--- src/rtl/spike_timestep_scheduler_if.sv ---
`default_nettype none
// ============================================================================
// Module   : spike_timestep_scheduler_if
// Brief    : Spike-FIFO read port and PE-array handshake bundle of the
//            timestep scheduler.
// Revision : 1.0
// ============================================================================
interface spike_timestep_scheduler_if #(
    parameter int N_PE     = 4,
    parameter int NEURON_W = 8
);
    logic [15:0]         fifo_dout;
    logic                fifo_empty;
    logic                fifo_rd_en;
    logic [N_PE-1:0]     pe_spike_valid;
    logic [NEURON_W-1:0] pe_spike_index;
    logic [N_PE-1:0]     pe_spike_ready;
    logic                pe_ts_start;
    logic [N_PE-1:0]     pe_ts_done;

    // Scheduler side
    modport master (
        input  fifo_dout, fifo_empty, pe_spike_ready, pe_ts_done,
        output fifo_rd_en, pe_spike_valid, pe_spike_index, pe_ts_start
    );

    // FIFO / PE-array side
    modport slave (
        output fifo_dout, fifo_empty, pe_spike_ready, pe_ts_done,
        input  fifo_rd_en, pe_spike_valid, pe_spike_index, pe_ts_start
    );
endinterface
`default_nettype wire

--- src/rtl/spike_timestep_scheduler.sv ---
`default_nettype none
// ============================================================================
// Module   : spike_timestep_scheduler
// Brief    : Drains F1FA..FAF1 spike frames from the spike FIFO, routes each
//            spike to its owning PE, then runs one PE timestep per frame.
// Revision : 1.0
// ============================================================================
module spike_timestep_scheduler #(
    parameter int N_PE     = 4,
    parameter int NEURON_W = 8,
    parameter int TS_W     = 16
) (
    input  logic                        clk,
    input  logic                        rstn,
    input  logic                        sched_en,
    spike_timestep_scheduler_if.master  bus,
    output logic [TS_W-1:0]             timestep_cnt,
    output logic [15:0]                 frame_spike_cnt,
    output logic                        busy,
    output logic                        err_range,
    output logic                        err_sync
);
    localparam int SEL_W  = $clog2(N_PE);
    localparam int HI_LSB = NEURON_W + SEL_W;

    localparam logic [15:0]     c_sof      = 16'hF1FA;
    localparam logic [15:0]     c_eof      = 16'hFAF1;
    localparam logic [15:0]     c_cnt_max  = 16'hFFFF;
    localparam logic [N_PE-1:0] c_one      = {{(N_PE-1){1'b0}}, 1'b1};

    typedef enum logic [2:0] {
        S_IDLE     = 3'd0,
        S_FETCH    = 3'd1,
        S_CHECK    = 3'd2,
        S_DISPATCH = 3'd3,
        S_FIRE     = 3'd4,
        S_WAIT     = 3'd5
    } state_t;

    state_t              r_state;
    logic                r_in_frame;
    logic [N_PE-1:0]     r_done_mask;
    logic [N_PE-1:0]     r_spike_valid;
    logic [NEURON_W-1:0] r_spike_index;
    logic                r_ts_start;
    logic [TS_W-1:0]     r_timestep;
    logic [15:0]         r_frame_cnt;
    logic                r_err_range;
    logic                r_err_sync;

    logic [SEL_W-1:0]    w_sel;
    logic                w_hi_nz;
    logic                w_sel_oob;
    logic                w_drop;
    logic                w_accept;
    logic                w_done_all;

    assign w_sel = bus.fifo_dout[NEURON_W +: SEL_W];

    // The high field vanishes when the PE select reaches bit 15.
    generate
        if (HI_LSB < 16) begin : g_hi_field
            assign w_hi_nz = |bus.fifo_dout[15:HI_LSB];
        end else begin : g_hi_none
            assign w_hi_nz = 1'b0;
        end
    endgenerate

    assign w_sel_oob  = (int'(w_sel) >= N_PE);
    assign w_drop     = w_hi_nz | w_sel_oob;
    assign w_accept   = |(r_spike_valid & bus.pe_spike_ready);
    assign w_done_all = &(r_done_mask | bus.pe_ts_done);

    assign bus.fifo_rd_en     = (r_state == S_FETCH) && !bus.fifo_empty;
    assign bus.pe_spike_valid = r_spike_valid;
    assign bus.pe_spike_index = r_spike_index;
    assign bus.pe_ts_start    = r_ts_start;
    assign timestep_cnt       = r_timestep;
    assign frame_spike_cnt    = r_frame_cnt;
    assign err_range          = r_err_range;
    assign err_sync           = r_err_sync;
    assign busy               = (r_state != S_IDLE);

    always_ff @(posedge clk or negedge rstn) begin
        if (!rstn) begin
            r_state       <= S_IDLE;
            r_in_frame    <= 1'b0;
            r_done_mask   <= '0;
            r_spike_valid <= '0;
            r_spike_index <= '0;
            r_ts_start    <= 1'b0;
            r_timestep    <= '0;
            r_frame_cnt   <= '0;
            r_err_range   <= 1'b0;
            r_err_sync    <= 1'b0;
        end else begin
            r_ts_start  <= 1'b0;
            r_err_range <= 1'b0;
            r_err_sync  <= 1'b0;
            case (r_state)
                S_IDLE: begin
                    if (sched_en) begin
                        r_state <= S_FETCH;
                    end
                end
                S_FETCH: begin
                    if (!bus.fifo_empty) begin
                        r_state <= S_CHECK;
                    end
                end
                S_CHECK: begin
                    r_state <= S_FETCH;
                    if (!r_in_frame) begin
                        // Words outside a frame are dropped without a flag.
                        if (bus.fifo_dout == c_sof) begin
                            r_in_frame  <= 1'b1;
                            r_frame_cnt <= '0;
                        end
                    end else if (bus.fifo_dout == c_eof) begin
                        r_ts_start <= 1'b1;
                        r_state    <= S_FIRE;
                    end else if (bus.fifo_dout == c_sof) begin
                        r_err_sync  <= 1'b1;
                        r_frame_cnt <= '0;
                    end else if (w_drop) begin
                        r_err_range <= 1'b1;
                    end else begin
                        r_spike_index <= bus.fifo_dout[NEURON_W-1:0];
                        r_spike_valid <= c_one << w_sel;
                        r_state       <= S_DISPATCH;
                    end
                end
                S_DISPATCH: begin
                    if (w_accept) begin
                        r_spike_valid <= '0;
                        if (r_frame_cnt != c_cnt_max) begin
                            r_frame_cnt <= r_frame_cnt + 16'd1;
                        end
                        r_state <= S_FETCH;
                    end
                end
                S_FIRE: begin
                    // Done seen while start is still high is deliberately ignored.
                    r_done_mask <= '0;
                    r_state     <= S_WAIT;
                end
                S_WAIT: begin
                    r_done_mask <= r_done_mask | bus.pe_ts_done;
                    if (w_done_all) begin
                        r_timestep <= r_timestep + 1'b1;
                        r_in_frame <= 1'b0;
                        r_state    <= S_IDLE;
                    end
                end
                default: begin
                    r_state <= S_IDLE;
                end
            endcase
        end
    end
endmodule
`default_nettype wire

--- src/flat_wrapper.sv ---
// flat-port wrapper written by rule: the top's interface ports become plain ports
module spike_timestep_scheduler_flat 
#(
    parameter int N_PE     = 4,
    parameter int NEURON_W = 8,
    parameter int TS_W     = 16
)
  (clk, rstn, sched_en, timestep_cnt, frame_spike_cnt, busy, err_range, err_sync, bus_fifo_dout, bus_fifo_empty, bus_pe_spike_ready, bus_pe_ts_done, bus_fifo_rd_en, bus_pe_spike_valid, bus_pe_spike_index, bus_pe_ts_start);
  spike_timestep_scheduler_if #(.N_PE(N_PE), .NEURON_W(NEURON_W)) bus_i ();
  input  logic clk;
  input  logic rstn;
  input  logic sched_en;
  output logic [TS_W-1:0] timestep_cnt;
  output logic [15:0] frame_spike_cnt;
  output logic busy;
  output logic err_range;
  output logic err_sync;
  input wire logic [$bits(bus_i.fifo_dout)-1:0] bus_fifo_dout;
  input wire logic [$bits(bus_i.fifo_empty)-1:0] bus_fifo_empty;
  input wire logic [$bits(bus_i.pe_spike_ready)-1:0] bus_pe_spike_ready;
  input wire logic [$bits(bus_i.pe_ts_done)-1:0] bus_pe_ts_done;
  output wire logic [$bits(bus_i.fifo_rd_en)-1:0] bus_fifo_rd_en;
  output wire logic [$bits(bus_i.pe_spike_valid)-1:0] bus_pe_spike_valid;
  output wire logic [$bits(bus_i.pe_spike_index)-1:0] bus_pe_spike_index;
  output wire logic [$bits(bus_i.pe_ts_start)-1:0] bus_pe_ts_start;
  assign bus_i.fifo_dout = bus_fifo_dout;
  assign bus_i.fifo_empty = bus_fifo_empty;
  assign bus_i.pe_spike_ready = bus_pe_spike_ready;
  assign bus_i.pe_ts_done = bus_pe_ts_done;
  assign bus_fifo_rd_en = bus_i.fifo_rd_en;
  assign bus_pe_spike_valid = bus_i.pe_spike_valid;
  assign bus_pe_spike_index = bus_i.pe_spike_index;
  assign bus_pe_ts_start = bus_i.pe_ts_start;
  spike_timestep_scheduler #(.N_PE(N_PE), .NEURON_W(NEURON_W), .TS_W(TS_W)) u_core (.clk(clk), .rstn(rstn), .sched_en(sched_en), .bus(bus_i), .timestep_cnt(timestep_cnt), .frame_spike_cnt(frame_spike_cnt), .busy(busy), .err_range(err_range), .err_sync(err_sync));
endmodule
--- config.mk ---
export PLATFORM = sky130hd
export DESIGN_NAME = spike_timestep_scheduler_flat
export DESIGN_NICKNAME = d
export VERILOG_FILES = /design/src/rtl/spike_timestep_scheduler_if.sv /design/src/rtl/spike_timestep_scheduler.sv /design/src/flat_wrapper.sv
export SDC_FILE = /design/constraint.sdc
export NUM_CORES = 1
export LEC_CHECK = 0
export CAP_MARGIN = 20
export CORE_ASPECT_RATIO = 1.25
export CORE_MARGIN = 2
export CORE_UTILIZATION = 25
export CTS_BUF_LIST = sky130_fd_sc_hd__clkbuf_16
export CTS_CLUSTER_SIZE = 8
export DETAILED_ROUTE_END_ITERATION = 12
export PLACE_DENSITY = 0.48
export SLEW_MARGIN = 20
export SYNTH_ARGS = -nofsm -noshare
export SYNTH_HDL_FRONTEND = slang
export SYNTH_SLANG_ARGS = --single-unit
--- constraint.sdc ---
create_clock -name clk -period 3.6 [get_ports clk]
set_input_delay 0.72 -clock clk [delete_from_list [all_inputs] [get_ports clk]]
set_output_delay 0.72 -clock clk [all_outputs]
set_load 0.01 [all_outputs]
Word-level counts from Yosys, hierarchy flattened

Cells that the tools add are included.

Equal/unequal tests: 18
Reductions and logical operators: 16
$add $sub $neg: 2
Bitwise gates (word level): 5
Mux-type cells: 37
Shift-type cells: 1

Operators with widths:

| operator                                         | number |
|---|---|
| two-way mux 16 bit                               | 5 |
| adder 16 x 1 -> 16 bit (second input constant)   | 2 |
| == test 16 bit (second input constant)           | 2 |
| case mux 16 bit (2 select lines)                 | 1 |
| two-way mux 3 bit                                | 7 |
| two-way mux 4 bit                                | 5 |
| case mux 3 bit (6 select lines)                  | 1 |
| != test 16 bit (second input constant)           | 1 |
| case mux 4 bit (2 select lines)                  | 2 |
| two-way mux 1 bit                                | 14 |
| AND reduction 4 bit                              | 3 |
| != test 2 bit (second input constant)            | 5 |
| AND reduction 5 bit                              | 2 |
| != test 2 x 1 -> 1 bit (second input constant)   | 4 |
| == test 3 x 2 -> 1 bit (second input constant)   | 2 |
| == test 3 bit (second input constant)            | 2 |
| AND reduction 6 bit                              | 1 |
| nonzero test 2 bit                               | 3 |
| OR reduction 6 bit                               | 1 |
| bitwise AND 4 bit                                | 1 |
| bitwise OR 4 bit                                 | 1 |
| OR reduction 4 bit                               | 1 |
| left shift 1 x 2 -> 4 bit (first input constant) | 1 |
| == test 3 x 1 -> 1 bit (second input constant)   | 1 |
| other kinds (9)                                  | 11 |

Input port bits: 28
Output and inout port bits: 49
Logic and storage cells: 89
Bits in registers: 55

Longest topological paths before layout

Word-level depth: 6
Mapped depth: 8
Gate-level depth less buffers: 6

Least setup slack after synthesis

No wires, ideal clock.

Path type: input to register
Start: input port bus_fifo_dout[7]
End: register u_core.r_frame_cnt[11] (netlist: u_core.frame_spike_cnt[11])
Path slack: 1.347 ns
Arrival time: 2.115 ns
Required time: 3.462 ns
Path buffers: 1
Setup time: 0.138 ns
Cell stages on the path: 6
Cell sequence: nand4_1 or4b_1 buf_2 or3_4 a21boi_4 a31oi_1

Cells in the longest elaborated chain, start to end: 5
Elaborated cells between the ends (all ways): 8
Those cells by class: 3 x eq/ne; 4 x mux; 1 x reduce/logical

Ends and longest elaborated chain:

| item                             | line                                                             | source |
|---|---|---|
| start: declaration               | flat_wrapper.sv:18                                               | `input wire logic [$bits(bus_i.fifo_dout)-1:0] bus_fifo_dout;` |
| == test 16 bit                   | spike_timestep_scheduler.sv:115, spike_timestep_scheduler.sv:122 |  |
| two-way mux 16 bit (3 in a row)  | -                                                                |  |
| case mux 16 bit (2 select lines) | -                                                                |  |
| end signal: assignment           | spike_timestep_scheduler.sv:137                                  | `r_frame_cnt <= r_frame_cnt + 16'd1;` |
| end: declaration                 | spike_timestep_scheduler.sv:47                                   | `logic [15:0] r_frame_cnt;` |

Several ways; a longest one is shown, not always the timed one. The select of a mux whose other input is x is not followed.
A chain may end at the register's enable or synchronous reset.

Worst setup path in the final report

Start: input port bus_fifo_dout[10]
End: register u_core.r_spike_index[6] (netlist: u_core.bus.pe_spike_index[6])

Cells in the longest elaborated chain, start to end: 3
Elaborated cells between the ends (all ways): 7
Those cells by class: 2 x eq/ne; 3 x bitwise; 2 x reduce/logical

Ends and longest elaborated chain:

| item                                         | line                            | source |
|---|---|---|
| == test 16 bit, or another cell as far along | spike_timestep_scheduler.sv:122 | `end else if (bus.fifo_dout == c_sof) begin` |
| inverter 1 bit (no source line)              | -                               |  |
| AND reduction 5 bit (no source line) (*)     | -                               |  |
| end signal: assignment                       | spike_timestep_scheduler.sv:128 | `r_spike_index <= bus.fifo_dout[NEURON_W-1:0];` |
| end: declaration                             | spike_timestep_scheduler.sv:44  | `logic [NEURON_W-1:0] r_spike_index;` |

Mark *: on every way between the ends. The rest lies on a longest branch, timed or not.

==> results.txt <==
* Pin count of the biggest net entering global routing: 44
- The die covers between 10000 and 15000 um2.
* Mean number of vias per cell: 4.941
- Slew at the pin with the worst max-slew slack: 0.9915 ns
* Cells along the critical path: clkdlybuf4s50_1 > or4_1 > nor3_1 > nor2b_1 > mux2_2
* Clock tree from TritonCTS: done
- Final HPWL DP: between 5 and 6 mm
- Once routing completed, OpenROAD measured the worst setup slack at 0.7545 ns.
- Max rail drop VDD: 0.1622 mV
- Number of buffers created by CTS: 5
- Post-CTS repair changed the size of 0 cells.
- Number of enable-type register cells in the synthesized netlist: 0
* GPL Wtd Cong: 0.7689
* Data required time of the critical path: around 3.8 ns
- Of the synthesized area, sequential elements account for 0.4977.
* Number of pins exceeding their max-slew limit in the final report: 0
- Dividing total power by cell area gives a power density of 364.7 nW/um2.
* Worst R2R End: u_core.bus.pe_spike_index[6]
* Synthesized area per cell: 10.36 um2
- Synthesis produced a netlist whose cell count is 267.
- Summed over all failing endpoints, the final setup total negative slack is 0 ns.
- Among cell families on the critical path, the largest total delay comes from simple AND/OR/NAND/NOR gates.
- Path type of the worst setup path: in2reg
- Buffers on Ports: 76
- STA classifies the critical path endpoint as a flop.
- Number of top-level design ports: 77
- Counting buffers and inverters, the worst setup path is 5 cells deep.
- Total Power: 1.395 mW
* Starting density of the core: 0.2592
- The Yosys step of the flow raised 0 warnings.
* Number of flip-flops and latches in the synthesized netlist: 55
* Clock input transition at the sequential cells of the worst setup and hold paths: approximately 0.070 ns
* Clock share of power: 0.396
* Time the final worst path needs with I/O delays and setup: 2.845 ns
- Slowest stage cell on the critical path: sky130_fd_sc_hd__nor2b_1
- Maximum clock rate: 351.4 MHz
- Total number of placement rows: 42
- Together, buffers and inverters on the worst path number 1.
- The die is 98.07 um wide.
- The via count of the first global-routing pass came to 2409.
- Setup slack on the worst reg-to-reg path comes out at 1.16 ns.
- The number of hold violations in the final report is 0.
* Area delta synth->final: 38.33%
- Number of buffers inserted for hold repair after clock tree synthesis: 0
- In this run the static leakage power is 1.639 nW.
* Floorplan Core Area: around 11000 um2
- Setup repair after global routing left no endpoint under its margin.
- Largest cells by area after synthesis: sky130_fd_sc_hd__dfrtp_1 (50%), sky130_fd_sc_hd__mux2_2 (5.3%), sky130_fd_sc_hd__xnor2_1 (3.8%)
* Proportion of total power due to net switching: 0.2593
* Normalized max-slew margin: 0.3329
- STA classifies the critical path startpoint as a primary input.
* Routed via count: 2357
- Across the run, the number of max-cap violations was 0.
* R2R cell count: 4
- Ratio of final minimum period to clock period: 0.7904
- Worst slack at placement: between 0.3 and 0.4 ns
- Counting along the longest clock path gives a buffer depth of 2.
- Antenna-violating nets left: 0
* Class of the tightest hold or removal check: in2async
- The tree is rooted in a sky130_fd_sc_hd__clkbuf_16.
- CTS sink count: between 50 and 60
- In this run, distinct cell masters in the synthesized netlist total 54.
- Clock latency of the later-clocked register in the worst-skew pair: 0.29 ns
- Synth Net Count: 297
- Total congestion overflow: 0
* Number of setup buffers added after CTS: 0
- On the worst path, the slowest cell contributes a delay of about 0.67 ns.
- Cell internal power was estimated by the tool at just over 1 mW.
* Final setup vio count: 0
- Wire length of the first global-routing pass: about 12 mm
* Number of antenna violations at the first check in global routing: 0
- Final setup skew: between 0.005 and 0.006 ns
- The share of synthesized area in the top cell type comes to 0.4977.
- In the routed design, unresolved DRC markers number 0.
- CTS built an H-tree with a depth of 2.
- Mapped Area: 2765 um2
- Overall global routing resource usage: 0.1268
- The most used flip-flop cell after synthesis is sky130_fd_sc_hd__dfrtp_1.
* Antenna fix cells: 0
* WL/cell: 15.32 um
* Fraction of power consumed by combinational cells: 0.138
* Dominant cell type by area after synthesis: sky130_fd_sc_hd__dfrtp_1
- Of the total power, registers draw 0.466.
- Switching Power: 0.3617 mW
* Share of flip-flops with an asynchronous set or reset after synthesis: 1.000
- For the worst setup path, the data arrival time is 3.03 ns.
- The final layout contains routed wiring with a total length of 7.307 mm.
* Maximum fanout along the worst path: 9
- Pre-antenna DRT Iters: 4
- Count of routing violations after the opening detailed-route iteration: 109
- Nets: 374
- Share of layout cells above drive strength 1: 0.1014
* Die outline height: roughly 120 um
- Status: finished clean
- Reg-to-Reg Start: u_core.r_state[1]
[worst max-delay path by stage]
| stage | from | end | slack [ns] |
|---|---|---|---|
| floorplan | bus_fifo_dout[7] | u_core.frame_spike_cnt[11] | 1.35 |
| global placement | bus_fifo_dout[10] | u_core.bus.pe_spike_index[4] | 0.51 |
| detailed placement | bus_fifo_dout[10] | u_core.bus.pe_spike_index[6] | 0.37 |
| CTS | bus_fifo_dout[10] | u_core.bus.pe_spike_index[6] | 0.71 |
| global route | bus_fifo_dout[10] | u_core.bus.pe_spike_index[6] | 0.57 |
| finish | bus_fifo_dout[10] | u_core.bus.pe_spike_index[6] | 0.75 |
[registers in the layout, indices dropped and copies added, names as in the netlist]
signal                     flops
u_core.bus.pe_spike_valid      4
u_core.err_range               1
u_core.r_in_frame              1
u_core.err_sync                1
u_core.r_state                 3
u_core.bus.pe_spike_index      8
u_core.r_done_mask             4
u_core.frame_spike_cnt        16
u_core.timestep_cnt           16
u_core.bus.pe_ts_start         1
[layout by cell type (no fill, tap or decap), types with 2 or more instances in the layout]
master | synthesis | routed
sky130_fd_sc_hd__clkdlybuf4s50_1 | 0 | 75
sky130_fd_sc_hd__dfrtp_1 | 55 | 55
sky130_fd_sc_hd__nand2_1 | 24 | 24
sky130_fd_sc_hd__nor2_1 | 19 | 19
sky130_fd_sc_hd__nand3_1 | 17 | 17
sky130_fd_sc_hd__a21oi_1 | 14 | 14
sky130_fd_sc_hd__mux2_2 | 13 | 13
sky130_fd_sc_hd__xnor2_1 | 12 | 12
sky130_fd_sc_hd__nor3_1 | 10 | 10
sky130_fd_sc_hd__a41oi_1 | 10 | 10
sky130_fd_sc_hd__inv_1 | 8 | 8
sky130_fd_sc_hd__o21ai_0 | 7 | 7
sky130_fd_sc_hd__a31oi_1 | 6 | 6
sky130_fd_sc_hd__nand4_1 | 5 | 5
sky130_fd_sc_hd__clkbuf_16 | 0 | 5
sky130_fd_sc_hd__and3_1 | 4 | 4
sky130_fd_sc_hd__buf_4 | 1 | 4
sky130_fd_sc_hd__and2_1 | 3 | 3
sky130_fd_sc_hd__and4_1 | 3 | 3
sky130_fd_sc_hd__xor2_1 | 3 | 3
sky130_fd_sc_hd__o211ai_1 | 3 | 3
sky130_fd_sc_hd__or3_1 | 2 | 2
sky130_fd_sc_hd__nor4b_1 | 2 | 2
sky130_fd_sc_hd__and3b_1 | 2 | 2
sky130_fd_sc_hd__a22o_1 | 2 | 2
sky130_fd_sc_hd__nor2b_1 | 2 | 2
sky130_fd_sc_hd__o22ai_1 | 2 | 2
sky130_fd_sc_hd__nor4_1 | 2 | 2
sky130_fd_sc_hd__a31o_2 | 2 | 2
sky130_fd_sc_hd__a22oi_1 | 2 | 2
sky130_fd_sc_hd__ha_1 | 2 | 2
[cell usage after synthesis, types with 3 or more instances]
master,instances
sky130_fd_sc_hd__dfrtp_1,55
sky130_fd_sc_hd__nand2_1,24
sky130_fd_sc_hd__nor2_1,19
sky130_fd_sc_hd__nand3_1,17
sky130_fd_sc_hd__a21oi_1,14
sky130_fd_sc_hd__mux2_2,13
sky130_fd_sc_hd__xnor2_1,12
sky130_fd_sc_hd__a41oi_1,10
sky130_fd_sc_hd__nor3_1,10
sky130_fd_sc_hd__inv_1,8
sky130_fd_sc_hd__o21ai_0,7
sky130_fd_sc_hd__a31oi_1,6
sky130_fd_sc_hd__nand4_1,5
sky130_fd_sc_hd__and3_1,4
sky130_fd_sc_hd__buf_2,4
sky130_fd_sc_hd__and2_1,3
sky130_fd_sc_hd__and4_1,3
sky130_fd_sc_hd__clkbuf_1,3
sky130_fd_sc_hd__o211ai_1,3
sky130_fd_sc_hd__xor2_1,3
[per-layer routing]
metal / wire [um] / vias up / track usage
li1: - / 1147 / -
met1: 3168 / 1154 / 0.1588
met2: 3763 / 49 / 0.2213
met3: 272 / 7 / 0.02467
met4: 102 / 0 / 0.03906
met5: 0 / - / 0
[through the flow]
| step | cell area (um2) | util | cells | hold slack (ns) |
|---|---|---|---|---|
| after global placement | 3659 | 0.3430 | 469 | 0.4581 |
| after CTS | 3822 | 0.3583 | 477 | 0.4790 |
| final | 3825 | 0.3586 | 477 | 0.4162 |
| after global routing | 3825 | 0.3586 | 477 | 0.4630 |
| after detailed placement | 3659 | 0.3430 | 469 | 0.4646 |
| after floorplan | 2765 | - | 267 | 0.4244 |
[power groups by stage]
| stage | clock network (mW) | registers, mW | logic [mW] |
|---|---|---|---|
| floorplan | 0 | 0.643 | 0.131 |
| global placement | 0 | 0.662 | 0.198 |
| detailed placement | 0 | 0.662 | 0.196 |
| CTS | 0.570 | 0.649 | 0.197 |
| global route | 0.597 | 0.652 | 0.214 |
| finish | 0.552 | 0.650 | 0.193 |
[area by class of cell]
cell class,count,area (um2)
inverters,8,30.03
clock inverters,3,38.79
well taps,132,165.2
fillers,1085,6843
clock buffers,5,125.1
repair buffers,79,780.7
multi-input cells,195,1309
flip-flops and latches,55,1376
[logic make-up (layout without fill, tap and decap cells)]
| family | Yosys count | count (layout) | share of synthesized area |
|---|---|---|---|
| simple gates | 106 | 106 | 0.2073 |
| mux | 13 | 13 | 0.05294 |
| flops | 55 | 55 | 0.4977 |
| xor+xnor | 15 | 15 | 0.04751 |
| fa+ha+maj | 2 | 2 | 0.009048 |
| compound gates | 59 | 59 | 0.1566 |
| buf+inv | 17 | 95 | 0.02896 |
Note: power is estimated with default switching activity, not from simulation.
